`src/rtl/btn_pkg.sv`:
```
// Shared types and 12 MHz board defaults for the push-button input path.
// Latency: n/a (package only).
// Backpressure: n/a (package only).
package btn_pkg;

  typedef enum logic {
    STABLE   = 1'b0,
    SETTLING = 1'b1
  } db_state_t;

  // 10 ms settle window and 1 s long-press hold at a 12 MHz clock.
  localparam int STABLE_CYCLES_12MHZ = 120000;
  localparam int LONG_CYCLES_12MHZ   = 12000000;

endpackage

```
`src/rtl/sync_2ff.sv`:
```
// Two-flop synchroniser for a single asynchronous pin, with a configurable reset value.
// Latency: 2 CLK edges from pin to q.
// Backpressure: none; samples every cycle.
module sync_2ff #(
  parameter logic RST_VAL = 1'b0
) (
  input  logic CLK,
  input  logic RST_N,
  input  logic d,
  output logic q
);

  logic s1;

  // Metastability chain: only q is safe to use in the CLK domain.
  always_ff @(posedge CLK or negedge RST_N) begin
    if (!RST_N) begin
      s1 <= RST_VAL;
      q  <= RST_VAL;
    end else begin
      s1 <= d;
      q  <= s1;
    end
  end

endmodule

```
`src/rtl/btn_debounce.sv`:
```
// Debounces one raw button pin into a level, rise/fall pulses and a wrapping press count.
// Latency: STABLE_CYCLES+3 edges from pin step to level/pulse; optional long_press via BTN_DEBOUNCE_LONG_PRESS_EN.
// Backpressure: none; events are single-cycle pulses and are not held.
module btn_debounce
  import btn_pkg::*;
#(
  parameter int   STABLE_CYCLES = STABLE_CYCLES_12MHZ,
  parameter logic IDLE_LEVEL    = 1'b0,
  parameter int   PRESS_W       = 8
`ifdef BTN_DEBOUNCE_LONG_PRESS_EN
  ,
  parameter int   LONG_CYCLES   = LONG_CYCLES_12MHZ
`endif
) (
  input  logic               CLK,
  input  logic               RST_N,
  input  logic               BTN,
  output logic               level,
  output logic               rise,
  output logic               fall,
  output logic [PRESS_W-1:0] presses
`ifdef BTN_DEBOUNCE_LONG_PRESS_EN
  ,
  output logic               long_press
`endif
);

  // Settle counter width is derived from the window and is never overridden.
  localparam int             CNT_W    = $clog2(STABLE_CYCLES + 1);
  localparam logic [CNT_W-1:0] CNT_LAST = CNT_W'(STABLE_CYCLES - 1);

  logic             s2;
  logic             raw;
  db_state_t        state;
  logic [CNT_W-1:0] cnt;
  logic             settle_done;
  logic             take_rise;
  logic             take_fall;

  sync_2ff #(
    .RST_VAL(IDLE_LEVEL)
  ) u_sync (
    .CLK  (CLK),
    .RST_N(RST_N),
    .d    (BTN),
    .q    (s2)
  );

  // Window completes this edge: new value survived STABLE_CYCLES consecutive samples.
  assign settle_done = (state == SETTLING) && (s2 != raw) && (cnt == CNT_LAST);
  assign take_rise   = settle_done && ((s2 ^ IDLE_LEVEL) == 1'b1);
  assign take_fall   = settle_done && ((s2 ^ IDLE_LEVEL) == 1'b0);

  // Settle FSM; level and edge pulses are registered on the same edge raw flips.
  always_ff @(posedge CLK or negedge RST_N) begin
    if (!RST_N) begin
      state <= STABLE;
      cnt   <= '0;
      raw   <= IDLE_LEVEL;
      level <= 1'b0;
      rise  <= 1'b0;
      fall  <= 1'b0;
    end else begin
      rise <= take_rise;
      fall <= take_fall;
      case (state)
        STABLE: begin
          if (s2 != raw) begin
            state <= SETTLING;
            cnt   <= '0;
          end
        end
        SETTLING: begin
          if (s2 == raw) begin
            // Bounced back before the window closed: forget the attempt.
            state <= STABLE;
            cnt   <= '0;
          end else if (cnt == CNT_LAST) begin
            raw   <= s2;
            level <= s2 ^ IDLE_LEVEL;
            state <= STABLE;
            cnt   <= '0;
          end else begin
            cnt <= cnt + CNT_W'(1);
          end
        end
        default: begin
          state <= STABLE;
          cnt   <= '0;
        end
      endcase
    end
  end

  // Press counter advances together with rise and wraps silently.
  always_ff @(posedge CLK or negedge RST_N) begin
    if (!RST_N) begin
      presses <= '0;
    end else if (take_rise) begin
      presses <= presses + PRESS_W'(1);
    end
  end

`ifdef BTN_DEBOUNCE_LONG_PRESS_EN
  localparam int             HOLD_W    = $clog2(LONG_CYCLES + 1);
  localparam logic [HOLD_W-1:0] HOLD_LAST = HOLD_W'(LONG_CYCLES - 1);

  logic [HOLD_W-1:0] hold_cnt;
  logic              armed;

  // Hold timer: armed by a press, fires once, disarmed by the pulse or a release.
  always_ff @(posedge CLK or negedge RST_N) begin
    if (!RST_N) begin
      hold_cnt   <= '0;
      armed      <= 1'b0;
      long_press <= 1'b0;
    end else begin
      long_press <= 1'b0;
      if (take_fall) begin
        armed    <= 1'b0;
        hold_cnt <= '0;
      end else if (take_rise) begin
        armed    <= 1'b1;
        hold_cnt <= '0;
      end else if (armed && level) begin
        if (hold_cnt == HOLD_LAST) begin
          long_press <= 1'b1;
          armed      <= 1'b0;
        end else begin
          hold_cnt <= hold_cnt + HOLD_W'(1);
        end
      end
    end
  end
`endif

endmodule
```
`config.mk`:
```
export PLATFORM = sky130hd
export DESIGN_NAME = btn_debounce
export DESIGN_NICKNAME = d
export VERILOG_FILES = /design/src/rtl/btn_pkg.sv /design/src/rtl/sync_2ff.sv /design/src/rtl/btn_debounce.sv
export SDC_FILE = /design/constraint.sdc
export NUM_CORES = 1
export LEC_CHECK = 0
export ABC_AREA = 1
export BUFFER_PORTS_ARGS = -buffer_cell sky130_fd_sc_hd__buf_2
export CAP_MARGIN = 20
export CORE_ASPECT_RATIO = 2
export CORE_MARGIN = 4
export CORE_UTILIZATION = 47
export CTS_CLUSTER_DIAMETER = 30
export CTS_CLUSTER_SIZE = 40
export DETAILED_ROUTE_END_ITERATION = 12
export GPL_TIMING_DRIVEN = 1
export SYNTH_ARGS = -nofsm -noshare
export SYNTH_HDL_FRONTEND = slang
export SYNTH_SLANG_ARGS = --single-unit
```
`constraint.sdc`:
```
create_clock -name CLK -period 1.8 [get_ports CLK]
set_clock_uncertainty 0.15 [all_clocks]
set_input_delay 0.18 -clock CLK [delete_from_list [all_inputs] [get_ports CLK]]
set_output_delay 0.18 -clock CLK [all_outputs]
set_load 0.005 [all_outputs]
```
==> Implementation_results.wiki, run 1 <==
{| class="wikitable"
! Metric !! Value
|-
| Result of the run || complete, no violations
|-
| Number of antenna violations at the first check in global routing || 0
|-
| Setup Viol. Count Final || 0
|-
| Area growth, synth to finish || 14.0%
|-
| Post-DR wirelength/cell || ~13 microns
|-
| Hold Path Depth || 0
|-
| Worst slack after detailed placement || a little over 0.09 ns
|-
| Summed area of non-filler cells in the final layout || around 2100 sq um
|-
| Die Height || ~96 microns
|-
| Overflow left after global routing || 0
|-
| Max cap viols || 0
|-
| Register area || slightly below 800 sq um
|-
| Reg clk slew, reported paths || 0.07 ns
|-
| Placement Cell Area || slightly below 2000 sq um
|-
| Source of the worst register-to-register timing path || cnt[14]
|-
| Total of fill cells in the finished design || ~390
|-
| Nature of the critical path endpoint || flip-flop
|-
| Final RePlAce weighted congestion || 0.929
|-
| Peak ir drop on the vdd network || roughly 0.49 mV
|-
| Clk pwr share || 0.426
|-
| CTS tree || built
|-
| Root Buffer || clkbuf_8
|-
| ANT cells || 0
|-
| Portion of the clock cycle consumed by the worst path in the final layout || 0.913
|-
| Cell types occupying the most area after synthesis || dfrtp_1, nand2_1, nor2_1, nand3_1, inv_1
|-
| Startpoint Class || flip-flop
|-
| Detailed-route vias per instance || around 5.0
|-
| Gr usage total || 0.192
|-
| Wire length of the first global-routing pass || between 6 and 7 mm
|-
| Total of buffers placed on input and output ports || 13
|-
| H-tree levels || 2
|-
| RSZ-0062 raised after global routing || false
|-
| Fraction of power consumed by sequential logic || 0.505
|-
| Most Frequent Cell on Critical Path || nand2_1
|-
| Minimum period implied by the final worst setup slack || about 1.6 ns
|-
| Length of routed met2 wiring || roughly 2.4 mm
|-
| Die width || about 52 microns
|-
| Internal Pwr Total || roughly 1.1 mW
|-
| Core area || between 3000 and 4000 sq um
|-
| Share of synthesized area occupied by flip-flops and latches || 0.424
|-
| Starting Density || 0.496
|-
| Top Ports || 14
|-
| Ratio of total power to cell area || between 600 and 700 nW/um^2
|-
| Instance count of the mapped netlist || roughly 250
|-
| CP Class || reg2reg
|-
| Cell with the largest stage delay on the worst path || dfrtp_1
|-
| Number of sinks handled by clock tree synthesis || 31
|-
| Data required time of the critical path || 1.83 ns
|-
| Via count || 1608
|-
| Max-slew violation total from the final report || 0
|-
| Post-Route WL || about 4.2 mm
|-
| Number of nets at the end of the flow || about 280
|-
| Final count of hold timing violations || 0
|-
| Post-route non-filler standard cell count || 321
|-
| Max Freq || 0.608 GHz
|-
| Fin worst setup slack || roughly 0.16 ns
|-
| Highest metal used || met4
|-
| Peak per-stage delay on the critical path || approximately 0.44 ns
|-
| Worst Path Arrival || between 1.5 and 2 ns
|-
| Setup bufs post-CTS || 0
|-
| HPWL Detailed || ~3.1 mm
|-
| Worst max-slew margin expressed relative to the limit || 0.519
|-
| Largest net degree at the start of global routing || 32
|-
| Number of core rows || 31
|-
| Core occupancy in the finished layout || 0.566
|-
| Unique cell type count in the Yosys netlist || 23
|-
| Post-synthesis area per instance || ~7.4 sq um
|-
| Destination of the worst hold path || u_sync.q
|-
| Number of nets with antenna violations after detailed routing || 0
|-
| Clock latency at the later pin of the worst-skew pair || ~0.29 ns
|-
| Critical path, cell by cell || nand2_1 > inv_1 > nand2_1 > nor2_1 > nand3_1 > nand2_2 > buf_4 > nor2_2 > nand2_1 > nand2_1
|-
| Total net switching power || roughly 0.35 mW
|-
| Minimum setup slack among reg-to-reg paths || around 0.16 ns
|-
| Worst hold path startpoint || u_sync.s1
|-
| Area of the mapped netlist || about 1800 sq um
|-
| Area of the die || ~5000 sq um
|-
| Length of routed met3 wiring || roughly 93 microns
|-
| Routed met1 length || about 1.5 mm
|-
| Net Count, Synth || ~250
|-
| Number of placed instances, taps included || roughly 310
|-
| Remaining DRCs || 0
|-
| Fraction of power spent switching nets || 0.241
|-
| Cells on worst reg2reg path || 10
|-
| Cell type with the largest total area after synthesis || dfrtp_1
|-
| Slew @ Worst Pin || roughly 0.72 ns
|-
| Iteration-0 DRC Markers || 29
|-
| Leak Pwr || slightly above 1 nW
|-
| Area of combinational cells with multiple inputs || 927 sq um
|-
| Crit Path Max Fanout || 4
|-
| Path class of the lowest-slack min-delay path || reg2reg
|-
| Number of CTS-inserted buffers || 5
|-
| Worst R2R End || cnt[13]
|-
| Area share of the leading cell type in the synthesized netlist || 0.424
|-
| Yosys Warn Count || 0
|-
| Number of iterations in the first detailed-routing pass || 4
|-
| Setup TNS || 0 ns
|-
| Seq cells post-synth || 31
|-
| Combinational share of power || 0.069
|-
| Number of buffers on the longest clock path || 2
|-
| Proportion of layout cells with a drive suffix above 1 || 0.162
|-
| Via count of the first global-routing pass || between 1500 and 2000
|}
-- flip-flops by register name (all words and copies together), names as in the netlist --
register,cells
cnt,17
presses,8
fall,1
raw,1
rise,1
state,1
u_sync.q,1
u_sync.s1,1
-- how the worst max path moves through the flow --
stage	endpoint	startpoint	slack, ns	cells after the start
2_1_floorplan	cnt[15]	cnt[0]	0.28	9
3_3_place_gp	presses[4]	cnt[0]	0.11	8
3_5_place_dp	presses[6]	cnt[0]	0.09	8
4_1_cts	presses[7]	cnt[0]	0.08	8
5_1_grt	cnt[13]	cnt[0]	0.01	9
6_report	cnt[13]	cnt[14]	0.16	10
-- final cells by class --
class                      count  area share
timing repair buffer          20      0.0588
clock buffer                   8      0.0480
tap                           49      0.0294
sequential                    31       0.372
inverter                      26      0.0474
multi-input combinational    187       0.445
-- kinds of logic after synthesis --
| family | share of synthesized area |
|---|---|
| AND/OR/NAND/NOR | 0.386 |
| flip-flops | 0.424 |
| buffers and inverters | 0.0752 |
| AO/OA/AOI/OAI | 0.0390 |
| XOR/XNOR | 0.0622 |
| adder cells (fa/ha/maj) | 0.0137 |
-- through the flow --
stage / power [mW] / hold WS (ns)
floorplan: 0.795 / -0.266
global placement: 0.830 / 0.122
detailed placement: 0.831 / 0.121
CTS: 1.45 / 0.207
global route: 1.50 / 0.211
finish: 1.43 / 0.204
-- timing repair --
action                     in CTS  in global routing
hold endpoints to repair       32                  0
resized for setup               0                  2
hold buffers                    2                  0
setup endpoints to repair       0                 13
-- worst max-delay path, delay by kind of cell, from the launching register on --
family                 cells  cell delay (ns)
flip-flops                 1             0.44
AND/OR/NAND/NOR            8             0.71
buffers and inverters      2             0.25
-- synth_stat cells --
cell type / number
nand2_1: 82
nor2_1: 36
dfrtp_1: 31
inv_1: 24
nand3_1: 20
xor2_1: 9
nor2_2: 7
o21ai_0: 6
nand4_1: 5
o21ai_1: 5
xnor2_1: 4
buf_6: 3
nand2_2: 3
nor2_4: 3
ha_1: 2
clkbuf_2: 1
clkinv_2: 1
inv_2: 1
nand3_4: 1
nand4_2: 1
nor3_1: 1
o21ai_2: 1
o21bai_1: 1
-- metal layers --
layer | global-route usage | vias to the layer above
met1 | 0.178 | 744
met2 | 0.371 | 28
met4 | 0.112 | 0
met5 | 0 | -
li1 | - | 822
met3 | 0.0326 | 14
-- power groups by stage --
stage | clock network, mW | registers (mW) | logic (mW)
2_1_floorplan | 0 | 0.732 | 0.0634
3_5_place_dp | 0 | 0.736 | 0.0950
5_1_grt | 0.661 | 0.725 | 0.110
3_3_place_gp | 0 | 0.736 | 0.0950
6_report | 0.611 | 0.724 | 0.0990
4_1_cts | 0.628 | 0.723 | 0.0987
-- layout by cell type, fill, tap and decap left out --
master,n
buf_2,13
buf_4,5
clkbuf_1,1
clkbuf_8,7
clkinv_2,1
dfrtp_1,31
dlygate4sd3_1,2
ha_1,1
ha_2,1
inv_1,24
inv_2,1
nand2_1,82
nand2_2,3
nand3_1,20
nand3_4,1
nand4_1,5
nand4_4,1
nor2_1,36
nor2_2,7
nor2_4,3
nor3_1,1
o21ai_0,6
o21ai_1,5
o21ai_2,1
o21bai_1,1
xnor2_1,4
xor2_1,9
Note: power is estimated with default switching activity, not from simulation.
==> run 2: changes to the inputs <==
--- a/config.mk
+++ b/config.mk
@@ -11,6 +11,7 @@
 export CORE_ASPECT_RATIO = 2
 export CORE_MARGIN = 4
 export CORE_UTILIZATION = 47
+export CTS_BUF_LIST = sky130_fd_sc_hd__clkbuf_4
 export CTS_CLUSTER_DIAMETER = 30
 export CTS_CLUSTER_SIZE = 40
 export DETAILED_ROUTE_END_ITERATION = 12
==> run 2 against run 1 <==
  * Clock power shrank 34%
  * Worst hold slack improved by 0.0066 ns
  * Combinational power down 0.8%
  * Final area decreased by 2.3%
  * Critical path type unchanged
  * Via count down 0.87%
  * Sequential share of layout area up 0.87 points
  * Largest cell class unchanged
  * Flip-flop and latch count unchanged
==> Implementation_results.wiki, run 2 (synthesized netlist as in run 1, its figures left out) <==
{| class="wikitable"
! Metric !! Value
|-
| Core area || 3680 sq um (unchanged)
|-
| HPWL Detailed || 3.15 mm (unchanged)
|-
| Reg clk slew, reported paths || 0.10 ns (+0.03 ns)
|-
| Remaining DRCs || 0 (unchanged)
|-
| Largest net degree at the start of global routing || 32 (unchanged)
|-
| Number of nets at the end of the flow || 276 (unchanged)
|-
| Leak Pwr || 0.988 nW (-2.1%)
|-
| Number of core rows || 31 (unchanged)
|-
| Via count of the first global-routing pass || 1542 (-1.2%)
|-
| Nature of the critical path endpoint || flip-flop
|-
| Startpoint Class || flip-flop
|-
| Final count of hold timing violations || 0 (unchanged)
|-
| Die width || 52.1 microns (unchanged)
|-
| Detailed-route vias per instance || 4.97 (-0.87%)
|-
| Iteration-0 DRC Markers || 43 (+48%)
|-
| Top Ports || 14 (unchanged)
|-
| Number of flip-flops in the largest register || 17 (unchanged)
|-
| Register area || 776 sq um (unchanged)
|-
| Number of antenna violations at the first check in global routing || 0 (unchanged)
|-
| Max-slew violation total from the final report || 0 (unchanged)
|-
| Via count || 1594 (-0.87%)
|-
| Core occupancy in the finished layout || 0.553 (-0.0129)
|-
| Peak ir drop on the vdd network || 0.467 mV (-4.0%)
|-
| Worst max-slew margin expressed relative to the limit || 0.526 (+0.00690)
|-
| Fin worst setup slack || 0.155 ns (-0.00116 ns)
|-
| Number of sinks handled by clock tree synthesis || 31 (unchanged)
|-
| Root Buffer || clkbuf_4
|-
| RSZ-0062 raised after global routing || false
|-
| Area growth, synth to finish || 11.4%
|-
| CP Class || reg2reg
|-
| Summed area of non-filler cells in the final layout || 2040 sq um (-2.3%)
|-
| Worst Path Arrival || 1.73 ns (+0.05 ns)
|-
| Setup TNS || 0 ns (unchanged)
|-
| Final RePlAce weighted congestion || 0.929 (unchanged)
|-
| Overflow left after global routing || 0 (unchanged)
|-
| CTS tree || built
|-
| Worst slack after detailed placement || 0.0915 ns (unchanged)
|-
| Minimum period implied by the final worst setup slack || 1.65 ns (+0.00116 ns)
|-
| Crit Path Max Fanout || 4 (unchanged)
|-
| Placement Cell Area || 1950 sq um (unchanged)
|-
| Clock latency at the later pin of the worst-skew pair || 0.33 ns (+0.04 ns)
|-
| Portion of the clock cycle consumed by the worst path in the final layout || 0.914 (about the same)
|-
| Biggest regs || cnt: 17 flops, presses: 8 flops
|-
| Number of iterations in the first detailed-routing pass || 5 (+1)
|-
| Commonest cells after routing, fill and taps aside || nand2_1, nor2_1, dfrtp_1, inv_1, nand3_1
|-
| Number of CTS-inserted buffers || 5 (unchanged)
|-
| Max Freq || 0.608 GHz (about the same)
|-
| Die Height || 96.2 microns (unchanged)
|-
| Post-Route WL || 4.14 mm (-1.0%)
|-
| Ratio of total power to cell area || 600 nW/um^2 (-13%)
|-
| Total of fill cells in the finished design || 389 (+1.0%)
|-
| ANT cells || 0 (unchanged)
|-
| Result of the run || complete, no violations
|-
| H-tree levels || 2 (unchanged)
|-
| Setup Viol. Count Final || 0 (unchanged)
|-
| Post-DR wirelength/cell || 12.9 microns (-1.0%)
|-
| Gr usage total || 0.191 (-0.00152)
|-
| Max cap viols || 0 (unchanged)
|-
| Most common cell after layout, fill and taps aside || nand2_1
|-
| Final Hold Slack || 0.211 ns (+0.00663 ns)
|-
| Area of the die || 5010 sq um (unchanged)
|-
| Data required time of the critical path || 1.88 ns (+0.05 ns)
|-
| Largest register by flop count || cnt
|-
| Number of nets with antenna violations after detailed routing || 0 (unchanged)
|-
| Proportion of layout cells with a drive suffix above 1 || 0.158 (-0.00368)
|-
| Slew @ Worst Pin || 0.711 ns (-0.0103 ns)
|-
| Total of buffers placed on input and output ports || 13 (unchanged)
|-
| Area of combinational cells with multiple inputs || 927 sq um (unchanged)
|-
| Number of buffers on the longest clock path || 2 (unchanged)
|-
| Wire length of the first global-routing pass || 6.87 mm (-0.89%)
|-
| Path class of the lowest-slack min-delay path || reg2reg
|-
| Starting Density || 0.496 (unchanged)
|}
[run 2: worst max-delay path: stages, from the launching register on]
cell	delay, ns
dfrtp_1	0.40
ha_2	0.25
nand3_4	0.12
nor2_4	0.14
nand3_1	0.10
nand2_2	0.10
buf_4	0.15
nor2_2	0.03
nand2_1	0.06
nand2_1	0.05
[run 2: final timing paths]
check | startpoint | endpoint | slack, ns | cells after the start
worst min register to register | u_sync.s1 | u_sync.q | 0.21 | 0
max in group asynchronous | RST_N | fall | 0.76 | 2
worst max register to register | cnt[0] | cnt[13] | 0.15 | 9
min in group asynchronous | RST_N | cnt[4] | 0.27 | 2
worst max-delay path | cnt[0] | cnt[13] | 0.15 | 9
worst min-delay path | u_sync.s1 | u_sync.q | 0.21 | 0
[run 2: where the power goes]
part           internal [mW]  switching, mW  leakage [nW]  total [mW]
Clock                  0.160          0.243        0.0307       0.403
Sequential             0.708         0.0144         0.425       0.723
Combinational         0.0298         0.0683         0.532      0.0982
[run 2: cell type report]
cell class	instances	area share
multi-input cells	187	0.455
flip-flops and latches	31	0.381
repair buffers	20	0.0602
inverters	26	0.0485
well taps	49	0.0301
clock buffers	6	0.0221
clock inverters	2	0.00368
[run 2: what timing repair did]
| action | 4_1_cts | 5_1_grt |
|---|---|---|
| hold buffers | 2 | 0 |
| resized for setup | 0 | 2 |
| setup endpoints to repair | 0 | 14 |
| hold endpoints to repair | 32 | 0 |
| setup buffers | 0 | 0 |
[run 2: per-stage QoR]
stage                     total power [mW]  instances
after floorplan                      0.795        248
after global placement               0.830        311
after detailed placement             0.831        311
after CTS                             1.24        321
after global routing                  1.29        321
final                                 1.22        321
[run 2: layer usage]
layer / wire, microns / GRT usage / vias to the layer above
li1: - / - / 823
met4: 148 / 0.112 / 0
met3: 89 / 0.0279 / 12
met2: 2370 / 0.369 / 27
met1: 1540 / 0.178 / 732
met5: 0 / 0 / -
